`src/rtl/muldiv_seq_if.sv`:
```
// Request/response bundle for the iterative multiply/divide sequencer.
// master: issues start/op/x/y/flush and observes busy/done/result.
// slave:  the sequencer itself.
interface muldiv_seq_if #(
  parameter int unsigned XLEN = 32
) ();

  logic            start;
  logic [1:0]      op;
  logic [XLEN-1:0] x;
  logic [XLEN-1:0] y;
  logic            flush;
  logic            busy;
  logic            done;
  logic [XLEN-1:0] result;

  modport master (
    output start, op, x, y, flush,
    input  busy, done, result
  );

  modport slave (
    input  start, op, x, y, flush,
    output busy, done, result
  );

endinterface

```
`src/rtl/muldiv_seq.sv`:
```
// Iterative M-extension unit: MUL / MULHU via shift-add, DIVU / REMU via
// restoring division, one bit per cycle for XLEN cycles, sharing one datapath.
// Ports:
//   clk    - clock, rising edge
//   rst_n  - asynchronous active-low reset
//   bus    - muldiv_seq_if.slave: start/op/x/y/flush in, busy/done/result out
module muldiv_seq #(
  parameter int unsigned XLEN = 32
) (
  input  logic         clk,
  input  logic         rst_n,
  muldiv_seq_if.slave  bus
);

  localparam int unsigned CW = $clog2(XLEN + 1);

  localparam logic [1:0] OP_MUL   = 2'b00;
  localparam logic [1:0] OP_MULHU = 2'b01;
  localparam logic [1:0] OP_DIVU  = 2'b10;
  localparam logic [1:0] OP_REMU  = 2'b11;

  typedef enum logic [1:0] {
    S_IDLE = 2'b00,
    S_RUN  = 2'b01,
    S_DONE = 2'b10
  } state_t;

  state_t          state;
  logic [1:0]      op_q;
  logic [XLEN-1:0] opb_q;   // multiplicand (mul) or divisor (div)
  logic [XLEN:0]   acc_q;   // product high half (mul) or partial remainder (div)
  logic [XLEN-1:0] lo_q;    // multiplier/product low half (mul) or dividend/quotient (div)
  logic [CW-1:0]   cnt_q;
  logic            busy_q;
  logic            done_q;
  logic [XLEN-1:0] result_q;

  logic [XLEN:0]   mul_sum;
  logic [XLEN:0]   div_shift;
  logic [XLEN+1:0] div_trial;
  logic            div_borrow;
  logic [XLEN:0]   acc_nxt;
  logic [XLEN-1:0] lo_nxt;
  logic [XLEN-1:0] res_nxt;

  assign bus.busy   = busy_q;
  assign bus.done   = done_q;
  assign bus.result = result_q;

  // One iteration of the shared datapath; result is picked from the post-step values
  // so the final iteration and the result write happen on the same edge.
  always_comb begin
    acc_nxt = acc_q;
    lo_nxt  = lo_q;
    res_nxt = result_q;

    // acc_q[XLEN] is always 0 in multiply mode, so the full width add is exact.
    mul_sum    = acc_q + (lo_q[0] ? {1'b0, opb_q} : (XLEN+1)'(0));
    div_shift  = {acc_q[XLEN-1:0], lo_q[XLEN-1]};
    div_trial  = {1'b0, div_shift} - {2'b00, opb_q};
    div_borrow = div_trial[XLEN+1];

    if (op_q[1]) begin
      // Divisor 0 never borrows: quotient fills with ones, remainder collects the dividend.
      acc_nxt = div_borrow ? div_shift : div_trial[XLEN:0];
      lo_nxt  = {lo_q[XLEN-2:0], ~div_borrow};
    end else begin
      acc_nxt = {1'b0, mul_sum[XLEN:1]};
      lo_nxt  = {mul_sum[0], lo_q[XLEN-1:1]};
    end

    case (op_q)
      OP_MUL, OP_DIVU:   res_nxt = lo_nxt;
      OP_MULHU, OP_REMU: res_nxt = acc_nxt[XLEN-1:0];
      default:           res_nxt = lo_nxt;
    endcase
  end

  // Sequencer FSM with registered busy/done/result.
  always_ff @(posedge clk or negedge rst_n) begin
    if (!rst_n) begin
      state    <= S_IDLE;
      op_q     <= 2'b00;
      opb_q    <= '0;
      acc_q    <= '0;
      lo_q     <= '0;
      cnt_q    <= '0;
      busy_q   <= 1'b0;
      done_q   <= 1'b0;
      result_q <= '0;
    end else begin
      case (state)
        S_IDLE, S_DONE: begin
          done_q <= 1'b0;
          if (bus.start) begin
            op_q   <= bus.op;
            // Divide keeps the dividend in lo_q; multiply keeps the multiplier there.
            lo_q   <= bus.op[1] ? bus.x : bus.y;
            opb_q  <= bus.op[1] ? bus.y : bus.x;
            acc_q  <= '0;
            cnt_q  <= CW'(XLEN);
            busy_q <= 1'b1;
            state  <= S_RUN;
          end else begin
            state <= S_IDLE;
          end
        end
        S_RUN: begin
          if (bus.flush) begin
            busy_q <= 1'b0;
            state  <= S_IDLE;
          end else begin
            acc_q <= acc_nxt;
            lo_q  <= lo_nxt;
            cnt_q <= cnt_q - CW'(1);
            if (cnt_q == CW'(1)) begin
              busy_q   <= 1'b0;
              done_q   <= 1'b1;
              result_q <= res_nxt;
              state    <= S_DONE;
            end
          end
        end
        default: begin
          busy_q <= 1'b0;
          done_q <= 1'b0;
          state  <= S_IDLE;
        end
      endcase
    end
  end

endmodule

```
`src/flat_wrapper.sv`:
```
// flat-port wrapper written by rule: the top's interface ports become plain ports
module muldiv_seq_flat 
#(
  parameter int unsigned XLEN = 32
)
  (clk, rst_n, bus_start, bus_op, bus_x, bus_y, bus_flush, bus_busy, bus_done, bus_result);
  muldiv_seq_if #(.XLEN(XLEN)) bus_i ();
  input  logic clk;
  input  logic rst_n;
  input wire logic [$bits(bus_i.start)-1:0] bus_start;
  input wire logic [$bits(bus_i.op)-1:0] bus_op;
  input wire logic [$bits(bus_i.x)-1:0] bus_x;
  input wire logic [$bits(bus_i.y)-1:0] bus_y;
  input wire logic [$bits(bus_i.flush)-1:0] bus_flush;
  output wire logic [$bits(bus_i.busy)-1:0] bus_busy;
  output wire logic [$bits(bus_i.done)-1:0] bus_done;
  output wire logic [$bits(bus_i.result)-1:0] bus_result;
  assign bus_i.start = bus_start;
  assign bus_i.op = bus_op;
  assign bus_i.x = bus_x;
  assign bus_i.y = bus_y;
  assign bus_i.flush = bus_flush;
  assign bus_busy = bus_i.busy;
  assign bus_done = bus_i.done;
  assign bus_result = bus_i.result;
  muldiv_seq #(.XLEN(XLEN)) u_core (.clk(clk), .rst_n(rst_n), .bus(bus_i));
endmodule
```
`config.mk`:
```
export PLATFORM = sky130hd
export DESIGN_NAME = muldiv_seq_flat
export DESIGN_NICKNAME = d
export VERILOG_FILES = /design/src/rtl/muldiv_seq_if.sv /design/src/rtl/muldiv_seq.sv /design/src/flat_wrapper.sv
export SDC_FILE = /design/constraint.sdc
export NUM_CORES = 1
export LEC_CHECK = 0
export CORE_MARGIN = 1
export CORE_UTILIZATION = 60
export DETAILED_ROUTE_END_ITERATION = 10
export GPL_TIMING_DRIVEN = 0
export PLACE_DENSITY_LB_ADDON = 0.2
export SETUP_SLACK_MARGIN = 0.3
export SYNTH_ARGS = -nofsm -noshare
export SYNTH_HDL_FRONTEND = slang
export SYNTH_SLANG_ARGS = --single-unit
```
`constraint.sdc`:
```
create_clock -name clk -period 4.7 [get_ports clk]
set_input_delay 0.47 -clock clk [delete_from_list [all_inputs] [get_ports clk]]
set_output_delay 0.47 -clock clk [all_outputs]
set_load 0.02 [all_outputs]
```
Word level (Yosys, flattened, before mapping) --
Cells that the tools add are included.
Word-level totals: register bits after elaboration 141, bits in latches 0, memory bits (writable) 0, memory bits (read-only) 0, output and inout bits 34, memories kept 0
Operators by class: add/sub/neg operators 3, $mul 0, divide/modulo/power cells 0, order comparisons 0, equal/unequal tests 10, shift operators 0, multiplexer cells 27, bitwise logic cells 2, reduce and logical (&&, ||, !) cells 11
Operator list (count):
- 2-to-1 mux 32 bit | 6
- 2-to-1 mux 33 bit | 4
- one-hot mux 32 bit (2 select lines) | 2
- one-hot mux 33 bit (2 select lines) | 1
- subtractor 33 x 32 -> 34 bit | 1
- adder 33 bit | 1
- 2-to-1 mux 6 bit | 2
- one-hot mux 6 bit (2 select lines) | 1
- 2-to-1 mux 1 bit | 7
- equality test 2 bit (second input constant) | 3
- equality test 6 x 1 -> 1 bit (second input constant) | 1
- AND reduction 2 bit | 3
- AND reduction 3 bit | 2
- OR reduction 2 bit | 3
- subtractor 6 x 1 -> 6 bit (second input constant) | 1
- equality test 2 x 1 -> 1 bit (second input constant) | 2
- logical NOT 2 bit | 2
- 2-to-1 mux 2 bit | 2
- != test 2 bit (second input constant) | 2
- one-hot mux 2 bit (2 select lines) | 1
- != test 3 x 2 -> 1 bit (second input constant) | 1
- != test 2 x 1 -> 1 bit (second input constant) | 1
- NOT 1 bit | 2
- one-hot mux 1 bit (2 select lines) | 1
- nonzero test 2 bit | 1

Depth between registers and ports, before layout --
word-level depth 5, gate-level depth with buffers 14, depth with buffers taken out 13

Worst setup path before layout --
OpenSTA, ideal clock, no wires.
kind register -> register, start register u_core.lo_q[0], end register u_core.result_q[17], in the netlist u_core.bus.result[17], library setup time 0.125 ns, arrival time 3.124 ns, data required time 4.575 ns, path slack 1.451 ns, stages on the path, launching flop included 14, cells stage by stage dfrtp_1 clkbuf_1 and2_1 ha_1 inv_1 fa_1 nand2b_1 a21oi_1 a21oi_2 a2111oi_4 nor3_1 xnor2_1 mux4_2 mux2_2
On the way: word-level cells in the longest chain between the ends 4
Ends and longest elaborated chain:
- start: declaration | RTL line muldiv_seq.sv:32 | logic [XLEN-1:0] lo_q;
- start signal: assignment | RTL line muldiv_seq.sv:98 | lo_q <= bus.op[1] ? bus.x : bus.y;
- start signal: assignment | RTL line muldiv_seq.sv:114 | lo_q <= lo_nxt;
- 2-to-1 mux 32 bit | RTL line muldiv_seq.sv:58 | mul_sum = acc_q + (lo_q[0] ? {1'b0, opb_q} : (XLEN+1)'(0));
- adder 33 bit | RTL line muldiv_seq.sv:58
- 2-to-1 mux 33 bit | RTL line muldiv_seq.sv:63 | if (op_q[1]) begin
- one-hot mux 32 bit (2 select lines) | RTL line muldiv_seq.sv:72 | case (op_q)
- end signal: assignment | RTL line muldiv_seq.sv:119 | result_q <= res_nxt;
- end: declaration | RTL line muldiv_seq.sv:36 | logic [XLEN-1:0] result_q;
No other way between the ends. A chain may end at the register's enable or synchronous reset.

Worst setup path in the final report --
Ends and elaborated chain as after synthesis.

==> impl_metrics.toml <==
[critical_path]
r2r-end = "u_core.bus.result[17]"
cp_slowest_stage_delay_ps = 530
worstSetupStartpointType = "flop"
crit_arrival_ps = 4530
cp_slowest_cell = "dfrtp_1"
cp.required_ps = 5020
reg2reg_slack_ps = 480
crit_chain = "clkbuf_1, and2_1, ha_1, inv_1, fa_1, nand2b_1, a21oi_1, a21oi_2, a2111oi_4, nor3_1, xnor2_1, mux4_2, mux2_2"
rr_startpoint = "u_core.lo_q[0]"
setup.worst_path.class = "reg -> reg"
r2r_cells = 13
path_max_fanout = 10
crit_path_end_kind = "flop"

[pwr]
power_w = 0.00971
ir_drop_v = 0.000331
p_leak_nw = 6.19
pwr_density_cell_mw_per_mm2 = 715

[placed_design]
gp_congestion = 1.01
place.port_buffers = 102
dpl.hpwl_um = 33100

[global_routing]
grt-ovfl-total = 0
grt_pass1_wl_um = 65500
antenna_found_initial = 0
use_met1_pct = 59.8
track_usage_pct = 44.2
use_met3_pct = 14.8
top_usage_layer = "met2"
grt_pass1_vias = 11467
grt_max_degree = 79
gr-usage-met2_pct = 65.1

[floorplan]
dieArea_mm2 = 0.0199
die_w_um = 141
rows = 50
ioPinCount = 104
core_mm2 = 0.0188
initial_core_util_pct = 61.8
die_y_um = 141

[timing]
setup_viol = 0
finClkSkew_ps = 8.28
fin_crit_ps = 4220
tightest_slew_ps = 964
fin_crit_sh_pct = 89.7
fmax_mhz = 237
rsz0062_at_grt = "false"
relSlewSlack_pct = 35.7
drv_slew = 0
hold-worst-slack_ps = 76.9
hold_viol = 0

[synth]
ys_seq_area_share_pct = 30.3
yosys_most_used_dff = "dfrtp_1"
synthTopCellsByCount = "157 x nand2_1, 141 x dfrtp_1, 104 x o21ai_0"
synthTopCellsByArea = "dfrtp_1 30%, mux2i_1 7.5%, ha_1 7.1%, nand2_1 5.1%, o21ai_0 4.5%"
yosysTopAreaCellShare_pct = 30.3
synth_most_common_cell = "nand2_1"
synthArstFlopShare_pct = 100
synthCells = 1379
synth.avg_cell_area_um2 = 8.43
ys_warn_count = 0
synth_cell_types = 87
synth_area_mm2 = 0.0116
synth_edf_count = 0
synth_nets = 1517
synth_area_leader_cell = "dfrtp_1"
synth-seq-cells = 141

[routing]
drt_iter0_markers = 1331
wl_per_cell_um = 24.1
drtAntennaViolNets = 0
vias_per_cell = 6.67
drc = 0
drtPass1Iterations = 6
wl_um = 42800
num_vias = 11826

[clock_network]
root_buffer = "clkbuf_16"
cts_max_level = 4
numClockSinks = 141
cts_setup_buffers = 0
cts_tree = "yes"
worstSkewPairLatency_ps = 430
ctsHoldBuffers = 0
clk_pin_slew_ps = 60
cts_made_buffers = 17
cts_resized = 0
clockBufferDepth = 2

[cells_and_area]
drive_gt1_share_pct = 7.27
antenna_cells = 0
fillers = 1489
final_core_util_pct = 72.1
fin_nets = 1639
syn2layout_area_growth_pct = 16.7
multi_input_area_mm2 = 0.00754
seqCellArea_mm2 = 0.00353

[job]
max_cap_violations = 0

[status]
outcome = "finished clean"

[min_path]
hold_class = "in -> async"
## metal layers
layer | up-vias | part of all wire, %
li1 | 5261 | -
met1 | 5643 | 40
met2 | 808 | 42
met3 | 114 | 14
met4 | 0 | 3.7
met5 | - | 0
## kinds of logic after synthesis
family	count (synthesis)	share of synthesized area, %
simple gates	423	17.3
buf+inv	133	4.80
flops	141	30.3
compound gates	441	24.8
mux	117	11.1
fa+ha+maj	68	7.44
xor+xnor	56	4.22
## worst max-delay path by stage
stage	startpoint	to	cells after the start
2_1_floorplan	u_core.lo_q[0]	u_core.bus.result[17]	13
3_3_place_gp	rst_n	u_core.acc_q[24]	1
3_5_place_dp	u_core.lo_q[0]	u_core.bus.result[17]	13
4_1_cts	u_core.lo_q[0]	u_core.bus.result[17]	13
5_1_grt	u_core.lo_q[0]	u_core.bus.result[25]	14
6_report	u_core.lo_q[0]	u_core.bus.result[17]	13
## where the power goes
part | internal [W] | total (W) | leakage (nW) | switching (W)
registers | 0.00166 | 0.00226 | 1.81 | 0.000599
clock network | 0.000783 | 0.00133 | 0.278 | 0.000549
logic | 0.00231 | 0.00611 | 4.10 | 0.00380
## registers in the layout, summed over array words and instances (netlist names)
name,cells
u_core.opb_q,32
u_core.cnt_q,6
u_core.bus.result,32
u_core.acc_q,33
u_core.op_q,2
u_core.lo_q,32
u_core.state,2
u_core.bus.done,1
u_core.bus.busy,1
## cell usage in the layout (no fill, tap or decap), drive strengths merged, types with 4 or more instances in the layout
master         netlist  layout
a211o                6       6
a211oi              31      31
a21boi               4       4
a21o                42      42
a21oi              107     107
a22o                 5       5
a31o                 4       4
a31oi               12      12
and2                40      40
and3                 6       6
buf                 25      27
clkbuf              60      79
clkdlybuf4s50        0     101
clkinv               0       6
dfrtp              141     141
ha                  66      66
inv                 48      51
mux2                24      24
mux2i               88      88
mux4                 5       5
nand2              157     157
nand2b              15      15
nand3               35      35
nand4               12      12
nor2                86      86
nor2b               16      16
nor3                27      27
nor4                 6       6
o211ai              19      19
o21a                 9       9
o21ai              142     142
o21bai               5       5
o221ai               8       8
o31ai               10      10
o41ai                5       5
or3                  9       9
xnor2               23      23
xor2                33      33
## per-stage QoR
step	instance area [µm²]	setup TNS [ps]	setup slack (ps)	instances
after floorplan	11600	0	1450	1379
after global placement	13000	-341090	-2430	1741
after detailed placement	13000	0	639	1742
after CTS	13600	0	590	1773
after global routing	13600	0	367	1773
final	13600	0	484	1773
## final cells by class
cell class / count / area share, %
multi-input combinational: 1105 / 55.6
sequential: 141 / 26.0
timing repair buffer: 103 / 7.73
clock buffer: 19 / 3.19
buffer: 85 / 2.78
tap: 260 / 2.40
inverter: 48 / 1.33
clock inverter: 12 / 1.02
## critical path, delay by kind of cell (launching register included)
family	cells	cell delay [ps]
fa+ha+maj	2	580
compound gates	3	960
flops	1	530
xor+xnor	1	220
mux	2	770
buf+inv	2	480
simple gates	3	540
(Power assumes the default switching activity.)
